===== config.mk =====
export PLATFORM = sky130hd
export DESIGN_NAME = draw_scheduler_flat
export DESIGN_NICKNAME = d
export VERILOG_FILES = /design/src/rtl/draw_scheduler_if.sv /design/src/rtl/draw_scheduler.sv /design/src/flat_wrapper.sv
export SDC_FILE = /design/constraint.sdc
export NUM_CORES = 1
export LEC_CHECK = 0
export CAP_MARGIN = 20
export CORE_MARGIN = 2
export CORE_UTILIZATION = 59
export DETAILED_ROUTE_END_ITERATION = 8
export PLACE_DENSITY = 0.85
export SLEW_MARGIN = 20
export SYNTH_ARGS = -nofsm -noshare
export SYNTH_HDL_FRONTEND = slang
export SYNTH_SLANG_ARGS = --single-unit

===== constraint.sdc =====
create_clock -name clk -period 7.6 [get_ports clk]
set_input_delay 1.52 -clock clk [delete_from_list [all_inputs] [get_ports clk]]
set_output_delay 1.52 -clock clk [all_outputs]
set_load 0.02 [all_outputs]

===== src/rtl/draw_scheduler_if.sv =====
// Pixel-port sharing bus for draw_scheduler: square/image requests from the
// game FSM, the image drawer's pixel stream, and the VGA pixel-write port.
interface draw_scheduler_if;
   // Square-draw request side
   logic       sqReq;
   logic [3:0] sqX;
   logic [3:0] sqY;
   logic       sqBoard;
   logic [2:0] sqColour;
   logic       sqFull;
   logic       sqDropped;
   // Image-draw request side
   logic       imgReq;
   logic [1:0] imgSel;
   // External image drawer
   logic       imgStart;
   logic [1:0] imgSelOut;
   logic [7:0] imgX;
   logic [6:0] imgY;
   logic [2:0] imgColour;
   logic       imgValid;
   logic       imgDone;
   // VGA pixel-write port
   logic [7:0] posXout;
   logic [6:0] posYout;
   logic [2:0] colourOut;
   logic       plotEn;
   logic       busy;

   // Environment side: game FSM, image drawer and VGA adapter together
   modport master (
      output sqReq, sqX, sqY, sqBoard, sqColour,
      output imgReq, imgSel,
      output imgX, imgY, imgColour, imgValid, imgDone,
      input  sqFull, sqDropped, imgStart, imgSelOut,
      input  posXout, posYout, colourOut, plotEn, busy
   );

   // Scheduler side
   modport slave (
      input  sqReq, sqX, sqY, sqBoard, sqColour,
      input  imgReq, imgSel,
      input  imgX, imgY, imgColour, imgValid, imgDone,
      output sqFull, sqDropped, imgStart, imgSelOut,
      output posXout, posYout, colourOut, plotEn, busy
   );
endinterface


===== src/rtl/draw_scheduler.sv =====
// draw_scheduler: arbitrates the single VGA pixel-write port between queued
// 4x4 attack-cell square draws and full-screen image draws. Squares are
// expanded internally; image pixels are forwarded from the external drawer.
module draw_scheduler #(
   parameter int FIFO_DEPTH = 4,
   parameter int ORIGIN_X0  = 26,
   parameter int ORIGIN_X1  = 90,
   parameter int ORIGIN_Y   = 36,
   parameter int PITCH      = 5
) (
   input logic            clk,
   input logic            Reset,
   draw_scheduler_if.slave bus
);
   localparam int PTR_W = (FIFO_DEPTH > 1) ? $clog2(FIFO_DEPTH) : 1;
   localparam int CNT_W = $clog2(FIFO_DEPTH + 1);
   // Queue entry {board, x, y, colour}
   localparam int ENT_W = 12;

   typedef enum logic [1:0] {
      S_IDLE   = 2'd0,
      S_SQUARE = 2'd1,
      S_IMAGE  = 2'd2
   } state_t;

   state_t           r_state, w_next;

   logic [ENT_W-1:0] r_mem [FIFO_DEPTH];
   logic [ENT_W-1:0] w_head;
   logic [PTR_W-1:0] r_wr_ptr, r_rd_ptr;
   logic [CNT_W-1:0] r_count, w_count_nxt;
   logic             r_full, r_dropped;
   logic             w_push, w_pop, w_fifo_ne;

   logic             r_pend;
   logic [1:0]       r_sel;
   logic             r_last_img;
   logic             w_grant_sq, w_grant_img;

   logic [3:0]       r_cnt, r_wx, r_wy;
   logic             r_wboard;
   logic [2:0]       r_wcol;
   logic [8:0]       w_org_x, w_sum_x, w_sum_y;

   logic [7:0]       r_posx, w_posx;
   logic [6:0]       r_posy, w_posy;
   logic [2:0]       r_colour, w_colour;
   logic             r_plot, w_plot;
   logic             r_start, w_start;
   logic [1:0]       r_selout;
   logic             r_busy;

   // Advance a ring pointer, wrapping at the queue depth
   function automatic logic [PTR_W-1:0] ptr_inc(input logic [PTR_W-1:0] p);
      return (p == PTR_W'(FIFO_DEPTH - 1)) ? '0 : p + PTR_W'(1);
   endfunction

   // True when a 9-bit pixel coordinate lands on the 160x120 screen
   function automatic logic on_screen(input logic [8:0] x, input logic [8:0] y);
      return (x <= 9'd159) && (y <= 9'd119);
   endfunction

   assign w_fifo_ne   = (r_count != '0);
   assign w_pop       = w_grant_sq;
   // A push into a full queue only succeeds when the head leaves this cycle
   assign w_push      = bus.sqReq && (!r_full || w_pop);
   assign w_count_nxt = r_count + CNT_W'(w_push) - CNT_W'(w_pop);
   assign w_head      = r_mem[r_rd_ptr];

   // Pixel address of the current square cell, computed at 9 bits so
   // off-screen positions are detectable rather than wrapping
   assign w_org_x = r_wboard ? 9'(ORIGIN_X1) : 9'(ORIGIN_X0);
   assign w_sum_x = w_org_x + {7'd0, r_cnt[1:0]} + 9'(PITCH) * {5'd0, r_wx};
   assign w_sum_y = 9'(ORIGIN_Y) + {7'd0, r_cnt[3:2]} + 9'(PITCH) * {5'd0, r_wy};

   // State register
   always_ff @(posedge clk) begin
      if (Reset) r_state <= S_IDLE;
      else       r_state <= w_next;
   end

   // Next-state and grant decision; ties alternate against the last grant
   always_comb begin
      w_next      = r_state;
      w_grant_sq  = 1'b0;
      w_grant_img = 1'b0;
      case (r_state)
         S_IDLE: begin
            w_grant_sq  = w_fifo_ne && (!r_pend || r_last_img);
            w_grant_img = r_pend && (!w_fifo_ne || !r_last_img);
            if (w_grant_sq)       w_next = S_SQUARE;
            else if (w_grant_img) w_next = S_IMAGE;
         end
         S_SQUARE: if (r_cnt == 4'd15) w_next = S_IDLE;
         S_IMAGE:  if (bus.imgDone)    w_next = S_IDLE;
         default:  w_next = S_IDLE;
      endcase
   end

   // Next pixel-port values; held outputs keep their last value in IDLE
   always_comb begin
      w_posx   = r_posx;
      w_posy   = r_posy;
      w_colour = r_colour;
      w_plot   = 1'b0;
      w_start  = 1'b0;
      case (r_state)
         S_SQUARE: begin
            w_posx   = w_sum_x[7:0];
            w_posy   = w_sum_y[6:0];
            w_colour = r_wcol;
            w_plot   = on_screen(w_sum_x, w_sum_y);
         end
         S_IMAGE: begin
            w_posx   = bus.imgX;
            w_posy   = bus.imgY;
            w_colour = bus.imgColour;
            w_plot   = bus.imgValid;
         end
         default: w_start = w_grant_img;
      endcase
   end

   // Queue storage, written only on an accepted push
   always_ff @(posedge clk) begin
      if (w_push) r_mem[r_wr_ptr] <= {bus.sqBoard, bus.sqX, bus.sqY, bus.sqColour};
   end

   // Queue pointers, occupancy, full flag and drop pulse
   always_ff @(posedge clk) begin
      if (Reset) begin
         r_wr_ptr  <= '0;
         r_rd_ptr  <= '0;
         r_count   <= '0;
         r_full    <= 1'b0;
         r_dropped <= 1'b0;
      end else begin
         if (w_push) r_wr_ptr <= ptr_inc(r_wr_ptr);
         if (w_pop)  r_rd_ptr <= ptr_inc(r_rd_ptr);
         r_count   <= w_count_nxt;
         r_full    <= (w_count_nxt == CNT_W'(FIFO_DEPTH));
         r_dropped <= bus.sqReq && !w_push;
      end
   end

   // Image-pending flag, latest select, and round-robin memory
   always_ff @(posedge clk) begin
      if (Reset) begin
         r_pend     <= 1'b0;
         r_sel      <= 2'd0;
         r_last_img <= 1'b1;
      end else begin
         if (w_grant_img) r_pend <= 1'b0;
         // A request arriving with the grant is kept for a later job
         if (bus.imgReq) begin
            r_pend <= 1'b1;
            r_sel  <= bus.imgSel;
         end
         if (w_grant_sq)       r_last_img <= 1'b0;
         else if (w_grant_img) r_last_img <= 1'b1;
      end
   end

   // Square working registers and pixel counter
   always_ff @(posedge clk) begin
      if (Reset) begin
         r_cnt <= 4'd0;
      end else if (w_grant_sq) begin
         r_cnt <= 4'd0;
      end else if (r_state == S_SQUARE) begin
         r_cnt <= r_cnt + 4'd1;
      end
      if (w_grant_sq) begin
         r_wboard <= w_head[11];
         r_wx     <= w_head[10:7];
         r_wy     <= w_head[6:3];
         r_wcol   <= w_head[2:0];
      end
   end

   // Registered outputs
   always_ff @(posedge clk) begin
      if (Reset) begin
         r_posx   <= 8'd0;
         r_posy   <= 7'd0;
         r_colour <= 3'd0;
         r_plot   <= 1'b0;
         r_start  <= 1'b0;
         r_selout <= 2'd0;
         r_busy   <= 1'b0;
      end else begin
         r_posx   <= w_posx;
         r_posy   <= w_posy;
         r_colour <= w_colour;
         r_plot   <= w_plot;
         r_start  <= w_start;
         r_busy   <= (w_next != S_IDLE);
         if (w_grant_img) r_selout <= r_sel;
      end
   end

   assign bus.posXout   = r_posx;
   assign bus.posYout   = r_posy;
   assign bus.colourOut = r_colour;
   assign bus.plotEn    = r_plot;
   assign bus.imgStart  = r_start;
   assign bus.imgSelOut = r_selout;
   assign bus.sqFull    = r_full;
   assign bus.sqDropped = r_dropped;
   assign bus.busy      = r_busy;
endmodule


===== src/flat_wrapper.sv =====
// flat-port wrapper written by rule: the top's interface ports become plain ports
module draw_scheduler_flat 
#(
   parameter int FIFO_DEPTH = 4,
   parameter int ORIGIN_X0  = 26,
   parameter int ORIGIN_X1  = 90,
   parameter int ORIGIN_Y   = 36,
   parameter int PITCH      = 5
)
  (clk, Reset, bus_sqReq, bus_sqX, bus_sqY, bus_sqBoard, bus_sqColour, bus_imgReq, bus_imgSel, bus_imgX, bus_imgY, bus_imgColour, bus_imgValid, bus_imgDone, bus_sqFull, bus_sqDropped, bus_imgStart, bus_imgSelOut, bus_posXout, bus_posYout, bus_colourOut, bus_plotEn, bus_busy);
  draw_scheduler_if bus_i ();
  input logic clk;
  input logic Reset;
  input wire logic [$bits(bus_i.sqReq)-1:0] bus_sqReq;
  input wire logic [$bits(bus_i.sqX)-1:0] bus_sqX;
  input wire logic [$bits(bus_i.sqY)-1:0] bus_sqY;
  input wire logic [$bits(bus_i.sqBoard)-1:0] bus_sqBoard;
  input wire logic [$bits(bus_i.sqColour)-1:0] bus_sqColour;
  input wire logic [$bits(bus_i.imgReq)-1:0] bus_imgReq;
  input wire logic [$bits(bus_i.imgSel)-1:0] bus_imgSel;
  input wire logic [$bits(bus_i.imgX)-1:0] bus_imgX;
  input wire logic [$bits(bus_i.imgY)-1:0] bus_imgY;
  input wire logic [$bits(bus_i.imgColour)-1:0] bus_imgColour;
  input wire logic [$bits(bus_i.imgValid)-1:0] bus_imgValid;
  input wire logic [$bits(bus_i.imgDone)-1:0] bus_imgDone;
  output wire logic [$bits(bus_i.sqFull)-1:0] bus_sqFull;
  output wire logic [$bits(bus_i.sqDropped)-1:0] bus_sqDropped;
  output wire logic [$bits(bus_i.imgStart)-1:0] bus_imgStart;
  output wire logic [$bits(bus_i.imgSelOut)-1:0] bus_imgSelOut;
  output wire logic [$bits(bus_i.posXout)-1:0] bus_posXout;
  output wire logic [$bits(bus_i.posYout)-1:0] bus_posYout;
  output wire logic [$bits(bus_i.colourOut)-1:0] bus_colourOut;
  output wire logic [$bits(bus_i.plotEn)-1:0] bus_plotEn;
  output wire logic [$bits(bus_i.busy)-1:0] bus_busy;
  assign bus_i.sqReq = bus_sqReq;
  assign bus_i.sqX = bus_sqX;
  assign bus_i.sqY = bus_sqY;
  assign bus_i.sqBoard = bus_sqBoard;
  assign bus_i.sqColour = bus_sqColour;
  assign bus_i.imgReq = bus_imgReq;
  assign bus_i.imgSel = bus_imgSel;
  assign bus_i.imgX = bus_imgX;
  assign bus_i.imgY = bus_imgY;
  assign bus_i.imgColour = bus_imgColour;
  assign bus_i.imgValid = bus_imgValid;
  assign bus_i.imgDone = bus_imgDone;
  assign bus_sqFull = bus_i.sqFull;
  assign bus_sqDropped = bus_i.sqDropped;
  assign bus_imgStart = bus_i.imgStart;
  assign bus_imgSelOut = bus_i.imgSelOut;
  assign bus_posXout = bus_i.posXout;
  assign bus_posYout = bus_i.posYout;
  assign bus_colourOut = bus_i.colourOut;
  assign bus_plotEn = bus_i.plotEn;
  assign bus_busy = bus_i.busy;
  draw_scheduler #(.FIFO_DEPTH(FIFO_DEPTH), .ORIGIN_X0(ORIGIN_X0), .ORIGIN_X1(ORIGIN_X1), .ORIGIN_Y(ORIGIN_Y), .PITCH(PITCH)) u_core (.clk(clk), .Reset(Reset), .bus(bus_i));
endmodule

* Yosys cells after proc, flatten, opt, wreduce, memory -nomap -nowiden
Memories as Yosys holds them, arrays and structs flattened. A register that Yosys moved wholly into a read port is not among the register bits.
Index checks and enable logic that the tools add are counted.
** Storage, ports and cells
- Memories kept :: 1
- Output and inout port bits :: 25
- Flip-flop bits (word level) :: 42
- Bits in writable memories :: 48
** Memories
- u_core.r_mem :: words 4, width 12, rd ports 1, clocked after Yosys merged registers in 1, wr ports 1, RTL line draw_scheduler.sv:28 : logic [ENT_W-1:0] r_mem [FIFO_DEPTH];
** Operators by class
- Reductions and logical operators :: 21
- Multipliers :: 2
- Mux-type cells :: 20
- Equal/unequal tests :: 6
- $lt $le $gt $ge :: 2
- $add $sub $neg :: 9
** Operators by type and width (count)
- adder 9 x 7 -> 9 bit :: 2
- one-hot mux 8 bit (2 select lines) :: 1
- multiplier 3 x 4 -> 7 bit, first input constant :: 2
- one-hot mux 7 bit (2 select lines) :: 1
- two-way mux 2 bit :: 6
- adder 9 x 2 -> 9 bit :: 1
- <= comparator 9 x 7 -> 1 bit, second input constant :: 1
- <= comparator 9 x 8 -> 1 bit, second input constant :: 1
- two-way mux 1 bit :: 8
- nonzero test 2 bit :: 4
- adder 6 x 2 -> 7 bit, first input constant :: 1
- two-way mux 7 bit :: 1
- equality test 2 bit, second input constant :: 3
- one-hot mux 2 bit (3 select lines) :: 1
- one-hot mux 3 bit (2 select lines) :: 1
- logical AND 1 bit :: 5
- zero test 1 bit :: 5
- adder 2 x 1 -> 2 bit, second input constant :: 2
- adder 4 x 1 -> 4 bit, second input constant :: 1
- equality test 4 bit, second input constant :: 1
- adder 3 x 1 -> 3 bit :: 1
- equality test 3 bit, second input constant :: 1
- logical OR 1 bit :: 3
- nonzero test 3 bit :: 1
- other kinds (6) :: 6

* Depth between registers and ports, before layout
- Depth after elaboration :: 9
- Mapped depth :: 13
- Gate-level depth less buffers :: 13

* Least setup slack after synthesis
No wires, ideal clock.
- Path type :: input to register
- From :: in bus_sqReq
- To :: reg u_core.r_full, in the netlist u_core.bus.sqFull
- Path buffers :: 0
- Required time :: 7.540 ns
- Arrival :: 2.835 ns
- Stages on the path :: 9
- Slack :: 4.705 ns
- Cells stage by stage :: inv_1 nor2_1 ha_1 inv_1 fa_1 xor2_1 and2_1 nor3_1 and3b_1
** On the way
- Cells in the longest elaborated chain, start to end :: 4
** RTL lines
- from (decl) :: RTL line flat_wrapper.sv:14 : input wire logic [$bits(bus_i.sqReq)-1:0] bus_sqReq;
- logical AND 1 bit :: RTL line draw_scheduler.sv:66 : assign w_push = bus.sqReq && (!r_full || w_pop);
- via u_core.w_push :: RTL line draw_scheduler.sv:33 : logic w_push, w_pop, w_fifo_ne;
- adder 3 x 1 -> 3 bit :: RTL line draw_scheduler.sv:67 : assign w_count_nxt = r_count + CNT_W'(w_push) - CNT_W'(w_pop);
- subtractor 3 x 1 -> 3 bit :: RTL line draw_scheduler.sv:67
- equality test 3 bit :: RTL line draw_scheduler.sv:141 : r_full <= (w_count_nxt == CNT_W'(FIFO_DEPTH));
- to (signal assigned) :: RTL line draw_scheduler.sv:141
- to (decl) :: RTL line draw_scheduler.sv:32 : logic r_full, r_dropped;
The timed path passes the listed nets, and every way through them passes these cells.
A chain may end at the register's enable or synchronous reset.

* Worst setup path in the final report
Same ends and word-level chain as after synthesis.

==> results.txt <==
* Run status: complete, no violations
- For the pin with the worst max-slew slack, the measured transition is 0.908 ns.
- Unrepaired setup endpoints after global routing: false
- Most instantiated library cell after synthesis: sky130_fd_sc_hd__edfxtp_1
- TritonCTS Buffers: 9
* Mapped Nets: 449
- Post-synth design cell area: 4780 sq um
* Initial detailed-routing violation count: 115
* Combinational group share of total power: 51.0%
- Synth Area per Inst: 12.8 sq um
- Flop pwr share: 34.3%
- The floorplan step set the die height to 94.0 um.
- The tree built by TritonCTS fans out to 102 sinks.
- Via count: 3139
- Internal power: 1480 uW
* Top achievable clock speed: 296 MHz
- Netlist cell types: 56
* Largest net degree at the start of global routing: 41
- The clock network burns 14.7% of the power.
- STA classifies the critical path startpoint as an input port.
- Fill count: 531
* FF+latch count, synth: 102
- Summed over all failing endpoints, the final setup total negative slack is 0 ns.
* Die outline area: 8830 sq um
- After synthesis, the share of flip-flops with an asynchronous set or reset is 0%.
- Fraction of final layout cells with drive strength greater than 1: 9.38%
* Area post-placement: 5480 sq um
- Synthesis-to-finish area growth: 19.2%
- Number of enable flip-flop cells after synthesis: 60
- Number of hold-slack violations in the final timing report: 0
* Max clock buf depth: 2
- Storage element area: 2640 sq um
- On the final layout, the worst clock skew is 0.0111 ns.
- The count of final max-slew check failures was 0.
- After legalization and detailed placement, the total HPWL measured 6510 um.
- LEAKAGE: 0.00215 uW
- Across all hold checks on the routed design, the worst slack comes to 0.473 ns.
- Total routing resource utilization after global routing: 21.9%
- Clock-pin slew on the worst setup and hold paths: 0.10 ns
- The synthesized design devotes to its leading area cell type 37.7% of total area.
* Width of the chip: 94.0 um
* Clock tree from TritonCTS: done
- The synthesized design spends more area on one cell type than any other, namely sky130_fd_sc_hd__edfxtp_1.
* Maximum vdd drop: 0.000257 V
- In this run the tool buffered the top-level ports with 62 buffer cells.
* Vias in the first global route: 3093
- After detailed routing, the average wire length per cell comes to 17.1 um.
* Worst skew pair latency: 0.36 ns
- Drt drc: 0
- Critical path required time: 7.91 ns
- Power density over the cells: 431 nW/um^2
- Global routing finished with a remaining overflow of 0.
- Antenna violations before repair: 0
- Net switching is 39.8% of the power.
- Switching power: 977 uW
- Standard-cell rows: 32
* Most used standard cells in the synthesized netlist: 60 x sky130_fd_sc_hd__edfxtp_1, 42 x sky130_fd_sc_hd__dfxtp_1, 34 x sky130_fd_sc_hd__ha_1, 23 x sky130_fd_sc_hd__nor2_1, 22 x sky130_fd_sc_hd__inv_1
* Critical Path AT: 3.68 ns
- Starting density of the core: 61.5%
- Count of endpoints failing setup in the final report: 0
* Multi-input combinational cell area: 1990 sq um
- Kind of end point of the critical path: flip-flop
- The core region is 7770 sq um.
- Counting I/O delays and the setup requirement, the final critical path takes 3.37 ns.
- Area of all placed cells without fillers: 5690 sq um
* WL final: 9230 um
- Final antenna-violating net count: 0
* Final core area utilization: 73.3%
- Dividing the detail-routed via count by the number of cells gives 5.82.
- Hold buffer count at cts: 0
- Number of I/O pins: 63
- Max Cap Violations: 0
- For this run, the number of Yosys warnings is 0.
- In this run the worst path has a maximum fanout of 7.
* Post CTS Setup Buffer Count: 0
* Number of standard cells after synthesis: 372
- Total Nets Final: 509
* Clock Tree Root: sky130_fd_sc_hd__clkbuf_8
- In this run the worst hold path is classified as reg -> reg.
- WS Path Type: in -> reg
- In the synthesized netlist the dominant register cell turns out to be sky130_fd_sc_hd__edfxtp_1.
* Fraction of the yosys area taken by sequential cells: 55.3%
- Routability-driven placement finished with a final weighted congestion of 0.815.
* Post-route total power: 2450 uW
- The repair_antennas step left the layout with diodes totalling 0.
- The final critical path takes up 44.4% of the cycle.
- Before antenna repair, the detailed router went through 4 iterations.
- Worst slew margin relative to its limit: 39.4%
- The first global-routing pass estimated 15000 um of wire.
* H-tree levels: 3
* Top post-synthesis cells by area: sky130_fd_sc_hd__edfxtp_1 38%, sky130_fd_sc_hd__dfxtp_1 18%, sky130_fd_sc_hd__ha_1 8.9%
* Post-cts gate resize count: 0
[power groups by stage]
stage                     logic [uW]  clock network [uW]  registers, uW
after global routing            1380                 385            861
final                           1250                 361            841
after global placement          1180                   0            845
after detailed placement        1230                   0            854
after floorplan                  866                   0            872
after CTS                       1250                 368            843
[registers in the layout (all words and copies together) (netlist names)]
| register | flops |
|---|---|
| u_core.r_sel | 2 |
| u_core.r_pend | 1 |
| u_core.r_wy | 4 |
| u_core.r_count | 3 |
| u_core.bus.plotEn | 1 |
| u_core.r_wr_ptr | 2 |
| u_core.bus.posXout | 8 |
| u_core.r_wboard | 1 |
| u_core.r_cnt | 4 |
| u_core.r_wcol | 3 |
| u_core.r_wx | 4 |
| u_core.bus.sqFull | 1 |
| u_core.r_mem | 48 |
| u_core.bus.imgStart | 1 |
| u_core.r_last_img | 1 |
| u_core.bus.sqDropped | 1 |
| u_core.bus.imgSelOut | 2 |
| u_core.r_state | 2 |
| u_core.r_rd_ptr | 2 |
| u_core.bus.colourOut | 3 |
| u_core.bus.busy | 1 |
| u_core.bus.posYout | 7 |
[per-layer routing]
layer  share of wire, %  track usage, %  wire length [um]  vias up
li1                   -               -                 -     1525
met1                 44            28.1              4050     1518
met2                 51            38.9              4720       86
met3                4.2            3.37               387       10
met4               0.85            5.68                78        0
met5                  0               0                 0        -
[critical path: stages]
cell and delay [ns]:
sky130_fd_sc_hd__clkdlybuf4s50_1 0.59, sky130_fd_sc_hd__inv_1 0.11, sky130_fd_sc_hd__nor2_1 0.17, sky130_fd_sc_hd__ha_1 0.17, sky130_fd_sc_hd__inv_1 0.05, sky130_fd_sc_hd__fa_1 0.37, sky130_fd_sc_hd__xor2_1 0.16, sky130_fd_sc_hd__and2_1 0.17
sky130_fd_sc_hd__nor3_1 0.19, sky130_fd_sc_hd__and3b_1 0.19
[cell type report]
cell class              instances  share of cell area (%)
clock inverters                 7                    1.54
multi-input cells             232                    35.0
repair buffers                 64                    11.2
inverters                      23                    1.52
clock buffers                   9                    2.18
well taps                     102                    2.24
flip-flops and latches        102                    46.4
[path summary, 6_finish.rpt]
kind                                       startpoint  cells past startpoint  slack [ns]               endpoint
worst max-delay path                        bus_sqReq                     10        4.23      u_core.bus.sqFull
worst min-delay path            u_core.bus.posYout[3]                      2        0.47  u_core.bus.posYout[3]
worst max register to register      u_core.r_state[0]                     13        4.64      u_core.bus.sqFull
worst min register to register  u_core.bus.posYout[3]                      2        0.47  u_core.bus.posYout[3]
[cell families after synthesis]
family	Yosys count	synth area share [%]
AOI/OAI and AO/OA	70	10.6
adders and majority gates	39	11.0
muxes	28	9.01
and+or+nand+nor	89	9.90
DFF	102	55.3
xor gates and xnor gates	6	1.10
buffers and inverters	38	3.06
[per-stage QoR]
step,setup slack (ns),cells
global route,4.03,539
CTS,4.29,539
global placement,4.05,523
finish,4.23,539
floorplan,4.71,372
detailed placement,3.91,523
[placed cells by master, fill, tap and decap left out, drive strengths merged, types with 4 or more instances in the layout]
master         Yosys  final
clkdlybuf4s50      0     62
edfxtp            60     60
dfxtp             42     42
ha                34     34
inv               23     27
nor2              23     23
a21oi             19     19
mux2i             16     16
mux4              12     12
nor3              11     11
nand2             11     11
o21ai              9      9
clkbuf            10      9
a211oi             8      8
and3               7      7
nand2b             6      6
nand3              6      6
fa                 5      5
o21a               4      4
xor2               4      4
and2               4      4
or2                4      4
Note: power is estimated with default switching activity, not from simulation.
==> RTL change 1 (same flow settings) <==
`FIFO_DEPTH` is set to 4 in 2 places; all go to 2.
--- a/src/rtl/draw_scheduler.sv
+++ b/src/rtl/draw_scheduler.sv
@@ -2,7 +2,7 @@
 // 4x4 attack-cell square draws and full-screen image draws. Squares are
 // expanded internally; image pixels are forwarded from the external drawer.
 module draw_scheduler #(
-   parameter int FIFO_DEPTH = 4,
+   parameter int FIFO_DEPTH = 2,
    parameter int ORIGIN_X0  = 26,
    parameter int ORIGIN_X1  = 90,
    parameter int ORIGIN_Y   = 36,
--- a/src/flat_wrapper.sv
+++ b/src/flat_wrapper.sv
@@ -1,7 +1,7 @@
 // flat-port wrapper written by rule: the top's interface ports become plain ports
 module draw_scheduler_flat 
 #(
-   parameter int FIFO_DEPTH = 4,
+   parameter int FIFO_DEPTH = 2,
    parameter int ORIGIN_X0  = 26,
    parameter int ORIGIN_X1  = 90,
    parameter int ORIGIN_Y   = 36,
Check against the original RTL: not equivalent (Yosys sat finds a counterexample within 4 cycles, from zero or initial values and one cycle with Reset high).
==> RTL change 1 against the unedited design <==
Power fell by 24%; via count fell by 20%; critical path depth fell by 2; final area fell by 22%; die area fell by 24%; sequential cell count fell by 27; worst setup slack improved by 0.51 ns; fmax rose by 18%; routed wire length fell by 25%; synthesized area fell by 25%; critical endpoint is now u_core.bus.plotEn$_SDFF_PP0_.
==> RTL change 1: results (changes against the unedited design) <==
[outcome]
status = complete, no violations  ; unchanged

[power]
ir_drop_uv = 231  ; was 257 uV
p_leak_nw = 1.73  ; was 2.15 nW

[cells_and_area]
multi_input_area_share = 0.365  ; was 0.350
multiInputGateArea_sq_um = 1630  ; was 1990 sq um
sh_seq_area = 0.417  ; was 0.464
regMostFlops = u_core.r_mem  ; unchanged
final-clk-cell-share = 0.0398  ; was 0.0371
layout.nets = 440  ; was 509
nonClkBufAreaFrac = 0.142  ; was 0.112
fillers = 408  ; was 531
clkbuf_count = 10  ; was 9
largest_register_ffs = 24  ; was 48
antennaDiodeCount = 0  ; unchanged
n_all_buffers = 64  ; unchanged
stdcell_count = 450  ; was 539
n_all_inverters = 17  ; was 23
multi_input_cells = 203  ; was 232
drive_gt1_frac = 0.0960  ; was 0.0938

[grt]
grt_pass1_vias = 2412  ; was 3093
antenna_found_initial = 0  ; unchanged
grtUsageTotal = 0.223  ; was 0.219
grt_first_pass_wirelength_um = 11100  ; was 15000 um
grt_max_degree = 36  ; was 41

[placement]
post-dp-hpwl_um = 5000  ; was 6510 um
dpl.cell_count = 434  ; was 523
post_dp_cell_area_sq_um = 4280  ; was 5480 sq um
place.gp.congestion = 0.811  ; was 0.815
numPortBuffers = 62  ; unchanged

[clocking]
clk_pin_slew_worst_paths_ns = 0.08  ; was 0.10 ns
numCtsBuffers = 9  ; unchanged
cts_setup_buffers = 0  ; unchanged
clock_latency_ns = 0.35
htree_levels = 3  ; unchanged
clk_path_buf_depth = 2  ; unchanged

[yosys]
synth.area.top_cells = edfxtp_1, dfxtp_1, ha_1, mux2i_1, mux2_2  ; was edfxtp_1, dfxtp_1, ha_1, mux4_2, mux2i_1
synth_nets = 377  ; was 449
synthTopCellsByCount = dfxtp_1, edfxtp_1, nor2_1, ha_1, mux2i_1  ; was edfxtp_1, dfxtp_1, ha_1, nor2_1, inv_1
synth_edf_count = 36  ; was 60
synth-async-reset-ratio = 0  ; unchanged
ys_warn_count = 0  ; unchanged
postSynthCellCount = 307  ; was 372
synthDistinctLibCells = 43  ; was 56
yosysSeqAreaShare = 0.517  ; was 0.553
ys_ff_latch = 75  ; was 102

[timing]
max-slew-margin-rel = 0.560  ; was 0.394
clock_skew_ns = 0.00614  ; was 0.0111 ns

[setup_path]
critPathArrivalTime_ns = 3.09  ; was 3.68 ns
critical_path.max_fanout = 4  ; was 7

[route]
drtPass1Iterations = 4  ; unchanged
drt_first_iter_violations = 119  ; was 115
avgRoutedWirePerCell_um = 15.3  ; was 17.1 um
post_drt_via_cell_ratio = 5.59  ; was 5.82

-- RTL change 1: report_power, final --
| group | switching, mW | internal (mW) |
|---|---|---|
| clock network | 0.145 | 0.127 |
| registers | 0.0786 | 0.548 |
| logic | 0.516 | 0.447 |
| total | 0.739 | 1.12 |
-- RTL change 1: kinds of logic after synthesis --
family	count (synthesis)	synth area share
simple gates	67	0.0899
xor+xnor	17	0.0413
fa+ha+maj	32	0.119
mux	32	0.0931
compound gates	55	0.107
buf+inv	29	0.0323
flops	75	0.517
-- RTL change 1: worst paths after layout --
check	from	end	slack (ns)	depth (start not counted)
max	u_core.r_wx[1]$_DFFE_PP_	u_core.bus.plotEn$_SDFF_PP0_	4.73	8
min	u_core.bus.posXout[3]$_SDFFE_PP0P_	u_core.bus.posXout[3]$_SDFFE_PP0P_	0.47	2
max reg2reg	u_core.r_wx[1]$_DFFE_PP_	u_core.bus.plotEn$_SDFF_PP0_	4.73	8
min reg2reg	u_core.bus.posXout[3]$_SDFFE_PP0P_	u_core.bus.posXout[3]$_SDFFE_PP0P_	0.47	2
-- RTL change 1: stage by stage --
step / util / setup WS (ns) / hold WS, ns
after floorplan: - / 4.88 / 0.460
after global placement: 0.723 / 4.11 / 0.455
after detailed placement: 0.723 / 4.06 / 0.457
after CTS: 0.753 / 4.43 / 0.471
after global routing: 0.754 / 4.55 / 0.487
final: 0.754 / 4.73 / 0.470
-- RTL change 1: critical path, cell delays in order (launching register included) --
cell and delay, ns:
edfxtp_1 0.51, fa_1 0.49, ha_1 0.24, fa_1 0.45, a21o_1 0.22, a211oi_1 0.27, xor2_1 0.11, a221oi_1 0.34
a22oi_1 0.11
-- RTL change 1: routing by layer --
layer,share of wire,track usage
met1,0.44,0.275
met2,0.48,0.376
met3,0.055,0.0511
met4,0.017,0.0967
met5,0,0
==> RTL change 2 (config.mk and constraints unchanged) <==
Made on the original files. The 3 states of `state_t` get a one-hot encoding in 3 bits.
--- a/src/rtl/draw_scheduler.sv
+++ b/src/rtl/draw_scheduler.sv
@@ -17,10 +17,10 @@
    // Queue entry {board, x, y, colour}
    localparam int ENT_W = 12;
 
-   typedef enum logic [1:0] {
-      S_IDLE   = 2'd0,
-      S_SQUARE = 2'd1,
-      S_IMAGE  = 2'd2
+   typedef enum logic [2:0] {
+      S_IDLE   = 3'b001,
+      S_SQUARE = 3'b010,
+      S_IMAGE  = 3'b100
    } state_t;
 
    state_t           r_state, w_next;
Formal check against the unedited RTL: no difference found for any inputs over 10 cycles, from zero or initial values and one cycle with Reset high; not proved beyond that.
==> RTL change 2 against the unedited design <==
Worst setup slack better by 0.28 ns; sequential share of layout area is 1.9 points higher; combinational power is 25% lower; routed wire length is 5.6% lower; synthesized area is 2.9% lower; final area is 3.2% lower; fmax is 9.1% higher; power is 14% lower; sequential cell count is 1 higher; critical path type unchanged; largest cell class unchanged.
==> RTL change 2: results (changes against the unedited design) <==
[cells_and_area]
area.sequential_sq_um = 2660  ; was 2640 sq um
multiInputGateArea_sq_um = 1820  ; was 1990 sq um
fillers = 528  ; was 531
n_all_inverters = 18  ; was 23
final-clk-cell-share = 0.0377  ; was 0.0371

[outcome]
status = complete, no violations  ; unchanged

[placement]
post-dp-hpwl_um = 6130  ; was 6510 um
place.gp.congestion = 0.816  ; was 0.815

[grt]
grtUsageMet3 = 0.0439  ; was 0.0337
met2_usage = 0.372  ; was 0.389
grt_pass1_vias = 2970  ; was 3093
use_met1 = 0.272  ; was 0.281
grt_max_degree = 32  ; was 41
grtUsageTotal = 0.214  ; was 0.219

[route]
drtPass1Iterations = 5  ; was 4
num_vias = 2931  ; was 3139
met2_length_um = 4330  ; was 4720 um
avgRoutedWirePerCell_um = 16.5  ; was 17.1 um

[power]
switching_share = 0.381  ; was 0.398
ir_drop_uv = 185  ; was 257 uV
p_comb_mw = 0.940  ; was 1.25 mW
p_leak_nw = 2.08  ; was 2.15 nW

[setup_path]
reg2reg_from = u_core.r_state[0]$_SDFF_PP1_  ; was u_core.r_state[0]$_SDFF_PP0_
reg2reg_slack_ns = 4.54  ; was 4.64 ns
critPathArrivalTime_ns = 3.38  ; was 3.68 ns
critPathMaxStageDelay_ns = 0.48  ; was 0.59 ns

[timing]
max-slew-margin-rel = 0.341  ; was 0.394
clock_skew_ns = 0.0198  ; was 0.0111 ns

[floorplan]
die_x_um = 92.7  ; was 94.0 um

[yosys]
synthTopCellsByCount = edfxtp_1, dfxtp_1, nand2_1, nor2_1, ha_1  ; was edfxtp_1, dfxtp_1, ha_1, nor2_1, inv_1
synth_area_per_cell_sq_um = 12.8  ; about the same
synth_nets = 435  ; was 449
synth_mux_area_frac = 0.0798  ; was 0.0901
synth.area.top_cells = edfxtp_1, dfxtp_1, ha_1, mux4_2, nand2_1  ; was edfxtp_1, dfxtp_1, ha_1, mux4_2, mux2i_1

[worst_hold_path]
hold_start = u_core.bus.posXout[1]$_SDFFE_PP0P_  ; was u_core.bus.posYout[3]$_SDFFE_PP0P_

[RTL change 2: changes by cell type after synthesis, moves of 6 or more]
| cell | unedited run | this run |
|---|---|---|
| mux2i_1 | 16 | 10 |
| and3_1 | 7 | 1 |
| nand2_1 | 11 | 35 |
| a211oi_1 | 8 | 2 |
| nor3_1 | 11 | 2 |
| a311oi_1 | 2 | 10 |
| clkbuf_1 | 10 | 4 |
| nor2_1 | 23 | 32 |
[RTL change 2: metrics by stage]
step | setup WS, ns | std cells | power [mW] | hold slack (ns) | area, sq um
after global placement | 3.98 | 512 | 1.72 | 0.475 | 5310
after floorplan | 4.74 | 363 | 1.50 | 0.460 | 4640
final | 4.51 | 528 | 2.11 | 0.502 | 5510
after CTS | 4.30 | 528 | 2.12 | 0.503 | 5520
after global routing | 4.23 | 528 | 2.26 | 0.530 | 5510
after detailed placement | 3.92 | 512 | 1.76 | 0.482 | 5310
